[src/rtl/fpu_mainfsm.sv]
// Multicycle processor main control FSM with an FPU execute/writeback path.
// Moore machine: every control output is a function of the current state
// (plus the FPU wait counter for the start pulse). A bounded wait on the FPU
// handshake aborts the instruction without writeback and latches a sticky
// error flag.
module fpu_mainfsm (
  input  logic       clk,
  input  logic       reset,
  input  logic [1:0] Op,
  input  logic [5:0] Funct,
  input  logic       FPUDone,
  output logic       IRWrite,
  output logic       AdrSrc,
  output logic       NextPC,
  output logic       RegW,
  output logic       MemW,
  output logic       Branch,
  output logic       ALUOp,
  output logic       FPUStart,
  output logic       ResSrc,
  output logic       FPUErr,
  output logic       ALUSrcA,
  output logic [1:0] ALUSrcB,
  output logic [1:0] ResultSrc
);

  typedef enum logic [3:0] {
    FETCH, DECODE, MEMADR, MEMRD, MEMWB, MEMWR,
    EXECUTER, EXECUTEI, ALUWB, BRANCH, FPUEXEC, FPUWB
  } state_t;

  state_t     state, state_nx;
  logic [3:0] cnt, cnt_nx;
  logic       err, err_nx;
  // Low from reset until the first clock edge after release; holds the
  // machine in FETCH for that edge so the first real cycle is a full fetch.
  logic       run;
  logic       quiet;

  logic       irw_raw, npc_raw, regw_raw, memw_raw, br_raw, start_raw;

  // Funct[4:1] carry no control meaning for this FSM.
  logic       unused_funct;
  assign unused_funct = ^Funct[4:1];

  // State, wait counter, sticky error and run flag; reset clears all of them.
  always_ff @(posedge clk or negedge reset) begin
    if (!reset) begin
      state <= FETCH;
      cnt   <= 4'd0;
      err   <= 1'b0;
      run   <= 1'b0;
    end else begin
      state <= state_nx;
      cnt   <= cnt_nx;
      err   <= err_nx;
      run   <= 1'b1;
    end
  end

  // Next-state, counter and error update; Op/Funct/FPUDone only matter in
  // the states that consult them.
  always_comb begin
    state_nx = state;
    cnt_nx   = cnt;
    err_nx   = err;
    if (!run) begin
      state_nx = FETCH;
    end else begin
      case (state)
        FETCH:    state_nx = DECODE;
        DECODE: begin
          case (Op)
            2'b00: state_nx = Funct[5] ? EXECUTEI : EXECUTER;
            2'b01: state_nx = MEMADR;
            2'b10: state_nx = BRANCH;
            2'b11: begin
              state_nx = FPUEXEC;
              cnt_nx   = 4'd0;
            end
            default: state_nx = FETCH;
          endcase
        end
        MEMADR:   state_nx = Funct[0] ? MEMRD : MEMWR;
        MEMRD:    state_nx = MEMWB;
        EXECUTER: state_nx = ALUWB;
        EXECUTEI: state_nx = ALUWB;
        FPUEXEC: begin
          // A result arriving on the last allowed cycle still wins.
          if (FPUDone) begin
            state_nx = FPUWB;
          end else if (cnt == 4'd15) begin
            state_nx = FETCH;
            err_nx   = 1'b1;
          end else begin
            cnt_nx = cnt + 4'd1;
          end
        end
        default:  state_nx = FETCH;
      endcase
    end
  end

  // Per-state control decode; write/fetch strobes are gated separately below.
  always_comb begin
    irw_raw   = 1'b0;
    npc_raw   = 1'b0;
    regw_raw  = 1'b0;
    memw_raw  = 1'b0;
    br_raw    = 1'b0;
    start_raw = 1'b0;
    AdrSrc    = 1'b0;
    ALUOp     = 1'b0;
    ResSrc    = 1'b0;
    ALUSrcA   = 1'b0;
    ALUSrcB   = 2'b00;
    ResultSrc = 2'b00;
    case (state)
      FETCH: begin
        irw_raw   = 1'b1;
        npc_raw   = 1'b1;
        ALUSrcA   = 1'b1;
        ALUSrcB   = 2'b10;
        ResultSrc = 2'b10;
      end
      DECODE: begin
        ALUSrcA   = 1'b1;
        ALUSrcB   = 2'b10;
        ResultSrc = 2'b10;
      end
      MEMADR:   ALUSrcB = 2'b01;
      MEMRD:    AdrSrc  = 1'b1;
      MEMWB: begin
        ResultSrc = 2'b01;
        regw_raw  = 1'b1;
      end
      MEMWR: begin
        AdrSrc   = 1'b1;
        memw_raw = 1'b1;
      end
      EXECUTER: ALUOp = 1'b1;
      EXECUTEI: begin
        ALUOp   = 1'b1;
        ALUSrcB = 2'b01;
      end
      ALUWB:    regw_raw = 1'b1;
      BRANCH: begin
        ALUSrcB   = 2'b01;
        ResultSrc = 2'b10;
        br_raw    = 1'b1;
      end
      FPUEXEC: begin
        ResSrc = 1'b1;
        // The counter is zero only on the entry cycle of each visit.
        start_raw = (cnt == 4'd0);
      end
      FPUWB: begin
        ResSrc   = 1'b1;
        regw_raw = 1'b1;
      end
      default: ;
    endcase
  end

  // Side-effecting strobes are silenced while in reset and on the
  // post-release alignment cycle.
  assign quiet    = ~reset | ~run;
  assign IRWrite  = irw_raw   & ~quiet;
  assign NextPC   = npc_raw   & ~quiet;
  assign RegW     = regw_raw  & ~quiet;
  assign MemW     = memw_raw  & ~quiet;
  assign Branch   = br_raw    & ~quiet;
  assign FPUStart = start_raw & ~quiet;
  assign FPUErr   = err;

endmodule

[config.mk]
export PLATFORM = sky130hd
export DESIGN_NAME = fpu_mainfsm
export DESIGN_NICKNAME = d
export VERILOG_FILES = /design/src/rtl/fpu_mainfsm.sv
export SDC_FILE = /design/constraint.sdc
export NUM_CORES = 1
export LEC_CHECK = 0
export BUFFER_PORTS_ARGS = -buffer_cell sky130_fd_sc_hd__buf_2
export CELL_PAD_IN_SITES_DETAIL_PLACEMENT = 1
export CELL_PAD_IN_SITES_GLOBAL_PLACEMENT = 2
export CORE_MARGIN = 2
export CORE_UTILIZATION = 24
export DETAILED_ROUTE_END_ITERATION = 7
export PLACE_DENSITY = 0.76
export SYNTH_ARGS = -nofsm -noshare
export SYNTH_HDL_FRONTEND = slang
export SYNTH_SLANG_ARGS = --single-unit
[constraint.sdc]
create_clock -name clk -period 1.45 [get_ports clk]
set_input_delay 0.2175 -clock clk [delete_from_list [all_inputs] [get_ports clk]]
set_output_delay 0.2175 -clock clk [all_outputs]
set_load 0.05 [all_outputs]
==> results of run 1 <==
## registers in the layout (all words and copies together) (netlist names)
signal,count
run,1
state,4
cnt,4
FPUErr,1
## power breakdown
group / switching [mW] / internal, mW
Combinational: 0.329 / 0.284
Clock: 0.0942 / 0.0960
Sequential: 0.0187 / 0.296
Total: 0.442 / 0.675
## cells in the mapped netlist (2+ instances only)
library cell / n / area, um^2
nor4bb_1: 2 / 20.0
inv_1: 3 / 11.3
a21oi_1: 2 / 10.0
clkbuf_1: 4 / 15.0
dfrtp_1: 10 / 250
nor3_1: 5 / 25.0
ha_1: 2 / 25.0
o21ai_0: 5 / 25.0
buf_4: 2 / 15.0
nor2b_1: 8 / 50.1
and3_1: 2 / 12.5
nor3b_1: 2 / 15.0
nand3_1: 2 / 10.0
nor2_1: 7 / 26.3
nand2_1: 5 / 18.8
nand2b_1: 5 / 31.3
a22o_1: 2 / 17.5
and2_1: 2 / 12.5
a31oi_1: 4 / 25.0
## layout make-up
type	instances	share of cell area [%]
Clock buffer	3	1.52
Multi-Input combinational cell	69	44.1
Inverter	3	0.759
Timing Repair Buffer	57	33.9
Tap cell	33	2.78
Sequential cell	10	16.9
## per-stage QoR
step	setup TNS, ns	std cells	setup slack, ns	hold WS [ns]	utilization (%)
final	-4.14	175	-0.340	0.283	49.8
after global routing	-5.45	175	-0.418	0.285	49.8
after CTS	-2.89	164	-0.299	0.259	42.7
after detailed placement	-0.441	159	-0.110	0.163	38.2
after global placement	-0.179	159	-0.0813	0.164	38.2
after floorplan	-3.25	88	-0.696	-0.0781	-
## placed cells by master (no fill, tap or decap), types with 2 or more instances in the layout
cell type / Yosys / final
buf_6: 0 / 18
and3_1: 2 / 2
a22o_1: 2 / 2
o21ai_0: 5 / 3
nand2b_4: 0 / 2
nand2_1: 5 / 4
a31oi_2: 0 / 3
and2_1: 2 / 2
nor2b_4: 0 / 4
nor3_1: 5 / 2
nor2b_1: 8 / 4
buf_8: 0 / 3
nor2_1: 7 / 3
buf_2: 0 / 7
dfrtp_1: 10 / 10
clkbuf_4: 0 / 3
nand2b_1: 5 / 3
buf_4: 2 / 28
nor2_4: 0 / 3
nor3_4: 0 / 3
nor4bb_4: 0 / 2
inv_1: 3 / 2
## worst min path at each step
stage,from,endpoint,slack [ns],cells after the start
6_report,FPUDone,state[0],0.28,3
2_1_floorplan,reset,FPUErr,-0.08,0
4_1_cts,FPUDone,state[0],0.26,3
5_1_grt,FPUDone,state[0],0.28,3
3_3_place_gp,reset,FPUErr,0.16,2
3_5_place_dp,reset,FPUErr,0.16,2
## cell families (layout without fill, tap and decap cells)
family	count (synthesis)	after routing	share of synthesized area, %
simple gates	46	46	38.0
buf+inv	9	63	5.60
compound gates	19	19	17.3
fa+ha+maj	2	2	3.40
flops	10	10	34.0
xor+xnor	1	1	1.19
other cells	1	1	0.509
## repair_timing
action / 4_1_cts / 5_1_grt
resized for setup: 29 / 31
setup endpoints to repair: 16 / 21
buffers inserted: 2 / 11
pin swaps: 4 / 11
hold endpoints to repair: 10 / 0
hold buffers: 1 / 0
## routing by layer
metal	vias up	GRT usage (%)	part of all wire (%)	routed length, um
li1	425	-	-	-
met1	447	17.5	37	1110
met2	25	26.4	57	1690
met3	6	1.75	3.3	99
met4	0	5.84	3.0	90
met5	-	0	0	0
## worst max-delay path: cells and delay by family (launching register included)
family | cells | cell delay (ns)
buffers and inverters | 2 | 0.36
DFF | 1 | 0.44
and+or+nand+nor | 2 | 0.50
==> run summary, run 1 <==
status -> finished with violations
failing checks -> setup timing
Final Wtd Congestion -> 0.755
fin. max-slew vios -> 0
reg-to-reg endpoint -> cnt[3]
FF-to-FF Start -> state[1]
Clk pin slew, worst setup/hold paths -> 0.06 ns
antenna violations before repair -> 0
share of layout cells above drive strength 1 -> 64.1%
syn nets -> 101
worst path arrival time -> 1.57 ns
DR WL/cell -> 17.1 um
cell mode on critical path -> buf_6
Max Freq -> 559 MHz
crit path kind -> register to output port
CTS tree -> yes
sequential-to-total area share from yosys stat -> 34.0%
row cnt -> 20
# fillers -> 332
Pleak -> 0.656 nW
Final setup violation count -> 18
crit end category -> output port
IO Port Bufs -> 21
Critical Path Fanout Max -> 5
register area -> 250 um^2
critical path cell sequence -> buf_6 > nor3_4 > nor3b_4 > buf_6
Max IR drop VDD -> 0.380 mV
Ports -> 26
EDFF count, synth -> 0
area of the multi-input gates -> 654 um^2
predominant post-synthesis flop cell -> dfrtp_1
die width -> 59.4 um
Critical Path End -> NextPC
type of the tightest min-delay check -> primary input to register
gr usage total -> 14.7%
Avg Cell Area, Syn -> 8.37 um^2
Core Region -> 0.00298 mm^2
PwrDens -> 754 mW/mm^2
Via-to-Cell Ratio -> 5.16
final-stage net count -> 157
DP HPWL -> 1880 um
Tmin final -> 1.79 ns
drt first pass iters -> 3
vias in the first global route -> 852
Max-Slew Margin vs Limit -> 66.4%
mapped cell area -> 737 um^2
Post-DRT Antenna Nets -> 0
DRT iter0 DRCs -> 20
worst endpoint required time -> 1.23 ns
Post-Syn Instances -> 88
Area Overhead vs Synth -> 101%
buffer levels on the longest clock path -> 2
Worst-Margin Slew -> 0.503 ns
vias after detailed routing -> 903
Die Footprint -> 0.00353 mm^2
design area -> 0.00148 mm^2
die height -> 59.4 um
clock latency on the worst-skew pair -> 0.27 ns
Critical Path Start Type -> register
Setup Skew -> 0.000383 ns
CTS sink cnt -> 10
root buf cell -> clkbuf_4
CP Launch Point -> state[1]
Routed WL -> 2990 um
RSZ-0062 raised after global routing -> yes
n_diodes -> 0
R2R setup slack -> -0.18 ns
R2R cell count -> 7
largest net degree at the start of global routing -> 14
area post-placement -> 0.00114 mm^2
global route total overflow -> 0
CTS Buf Count -> 3
Post-synth ARST share -> 100%
max incr delay on CP -> 0.44 ns
YS warnings -> 0
hold violation total from the final report -> 0
H-tree depth -> 1
final worst slack -> -0.340 ns
first-pass GRT wire length -> 3870 um
CP max-delay cell -> dfrtp_1
initial core utilization -> 24.7%
Yosys cell types -> 33
max-cap violation count -> 0
final cycle utilization of the critical path -> 123%
drc violations -> 0
Synth Register Bits -> 10
total power draw -> 1.12 mW
(Power assumes the default switching activity.)
==> run 2, diff against run 1 <==
--- a/config.mk
+++ b/config.mk
@@ -9,9 +9,10 @@
 export CELL_PAD_IN_SITES_DETAIL_PLACEMENT = 1
 export CELL_PAD_IN_SITES_GLOBAL_PLACEMENT = 2
 export CORE_MARGIN = 2
-export CORE_UTILIZATION = 24
+export CORE_UTILIZATION = 25
+export CTS_BUF_LIST = sky130_fd_sc_hd__clkbuf_8
 export DETAILED_ROUTE_END_ITERATION = 7
-export PLACE_DENSITY = 0.76
+export PLACE_DENSITY = 0.78
 export SYNTH_ARGS = -nofsm -noshare
 export SYNTH_HDL_FRONTEND = slang
 export SYNTH_SLANG_ARGS = --single-unit
==> run 2 against run 1 <==
  * The flow still finishes with violations (setup timing)
  * Critical path depth grew 3
  * Clock power grew 51%
  * Hold slack gained 0.016 ns
  * Largest power group unchanged
  * Clock skew grew 0.0013 ns
  * Fmax grew 2.7%
  * First-iteration DRC count grew 35%
  * Sequential power is essentially flat
  * Flip-flop and latch count is the same
  * Sequential share of layout area grew 0.53 points
  * Die area shrank 3.7%
  * Clock-buffer cell count is the same
==> run summary, run 2 (synthesis results as in run 1) <==
Final Wtd Congestion -> 0.805 (+6.7%)
n_diodes -> 0 (unchanged)
final-stage net count -> 153 (-2.5%)
most frequent cells in the layout -> buf_4, buf_6, dfrtp_1
drt first pass iters -> 4 (+1)
fin. max-slew vios -> 0 (unchanged)
max-cap violation count -> 0 (unchanged)
hold slack -> 0.299 ns (+0.0163 ns)
crit path kind -> register to output port
Routed WL -> 2740 um (-8.4%)
share of layout cells above drive strength 1 -> 61.6% (-2.5 points)
final cycle utilization of the critical path -> 120% (-3.3 points)
RSZ-0062 raised after global routing -> yes
crit-path leading delay family -> buffers and inverters
failing checks -> setup timing
vias after detailed routing -> 863 (-4.4%)
Tmin final -> 1.74 ns (-0.0474 ns)
CP max-delay cell -> dfrtp_1
hold path start -> FPUDone
DR WL/cell -> 16.2 um (-5.2%)
type of the tightest min-delay check -> primary input to register
R2R cell count -> 6 (-1)
antenna violations before repair -> 0 (unchanged)
total power draw -> 1.18 mW (+5.8%)
initial core utilization -> 26.5% (+1.7 points)
CTS tree -> yes
R2R setup slack -> -0.13 ns (+0.05 ns)
first-pass GRT wire length -> 4270 um (+10%)
leading cell type in the layout, fill and taps excluded -> buf_4
DRT iter0 DRCs -> 27 (+35%)
Max IR drop VDD -> 0.489 mV (+29%)
IO Port Bufs -> 21 (unchanged)
DP HPWL -> 1810 um (-3.6%)
die height -> 58.3 um (-1.9%)
final worst slack -> -0.293 ns (+0.0474 ns)
FF-to-FF Start -> state[2]
WP buf/inv -> 3 (+1)
Ports -> 26 (unchanged)
root buf cell -> clkbuf_8
Worst Hold Path EP -> state[0]
CP Launch Point -> state[0]
buffer levels on the longest clock path -> 2 (unchanged)
hold violation total from the final report -> 0 (unchanged)
Critical Path Fanout Max -> 6 (+1)
Clk pin slew, worst setup/hold paths -> 0.04 ns (-0.02 ns)
gr usage total -> 16.7% (+2.0 points)
crit end category -> output port
row cnt -> 19 (-5.0%)
vias in the first global route -> 917 (+7.6%)
CTS sink cnt -> 10 (unchanged)
critical path cell sequence -> buf_4 > buf_6 > nand2b_4 > nor2_2 > a21oi_2 > o21ai_4 > buf_6
top flop regs -> cnt x4, state x4
status -> finished with violations
cell mode on critical path -> buf_6
worst endpoint required time -> 1.23 ns (about the same)
Area Overhead vs Synth -> 95.1%
Core Region -> 0.00278 mm^2 (-6.6%)
global route total overflow -> 0 (unchanged)
drc violations -> 0 (unchanged)
Final setup violation count -> 16 (-2)
Pleak -> 0.639 nW (-2.7%)
max incr delay on CP -> 0.37 ns (-0.07 ns)
Via-to-Cell Ratio -> 5.11 (-1.0%)
die width -> 58.3 um (-1.9%)
H-tree depth -> 1 (unchanged)
largest net degree at the start of global routing -> 14 (unchanged)
worst path arrival time -> 1.53 ns (-0.04 ns)
Post-DRT Antenna Nets -> 0 (unchanged)
clock latency on the worst-skew pair -> 0.24 ns (-0.03 ns)
Die Footprint -> 0.00340 mm^2 (-3.7%)
hold-critical path depth -> 3 (unchanged)
reg-to-reg endpoint -> cnt[3]
Setup Skew -> 0.00166 ns (+0.00127 ns)
Critical Path Start Type -> register
CTS Buf Count -> 3 (unchanged)
Max Freq -> 574 MHz (+2.7%)
PwrDens -> 822 mW/mm^2 (+9.1%)
==> run 2: cell count changes in the layout (fill, tap and decap cells not counted), sizes merged <==
cell | before | now
buf | 56 | 52
==> run 2: layout make-up <==
type	instances	area [um^2]
clock buffer	3	41.3
fill	301	1340
inverter	3	13.8
multi-input combinational	69	627
sequential	10	250
tap	31	38.8
timing repair buffer	53	467
==> run 2: where the power goes <==
group	switching [mW]	internal (mW)
Clock	0.106	0.182
Combinational	0.315	0.267
Sequential	0.0154	0.297
Total	0.437	0.745
==> run 2: worst max path at each step <==
| stage | end | cells after the start |
|---|---|---|
| floorplan | NextPC | 4 |
| global placement | FPUStart | 4 |
| detailed placement | FPUStart | 4 |
| CTS | RegW | 6 |
| global route | RegW | 6 |
| finish | ALUSrcB[0] | 7 |
==> run 2: timing repair <==
item,in CTS,in global routing
endpoints found under the hold margin,10,0
setup buffers,11,1
resized for setup,41,13
hold buffers,1,0
endpoints found under the setup margin,17,22
pin swaps,6,5
gates cloned,0,0
==> run 2: through the flow <==
stage                     instance area, um^2  setup WS (ns)  instances  util (%)  setup TNS (ns)
after detailed placement                 1100         -0.113        153      39.7          -0.467
after CTS                                1390         -0.256        168      49.8           -2.40
after floorplan                           872         -0.696         88         -           -3.25
final                                    1440         -0.293        169      51.7           -2.32
after global routing                     1440         -0.326        169      51.7           -3.66
after global placement                   1100        -0.0797        153      39.7          -0.169
==> run 2: tightest hold or removal path, stage by stage <==
cell and delay (ns):
buf_2 0.13, nand2_1 0.08, a221oi_2 0.06
==> run 2: metal layers <==
layer	part of all wire (%)	GRT usage (%)	vias to the layer above
li1	-	-	415
met1	41	19.2	419
met2	53	31.0	22
met3	3.4	1.98	7
met4	2.5	6.98	0
met5	0	0	-
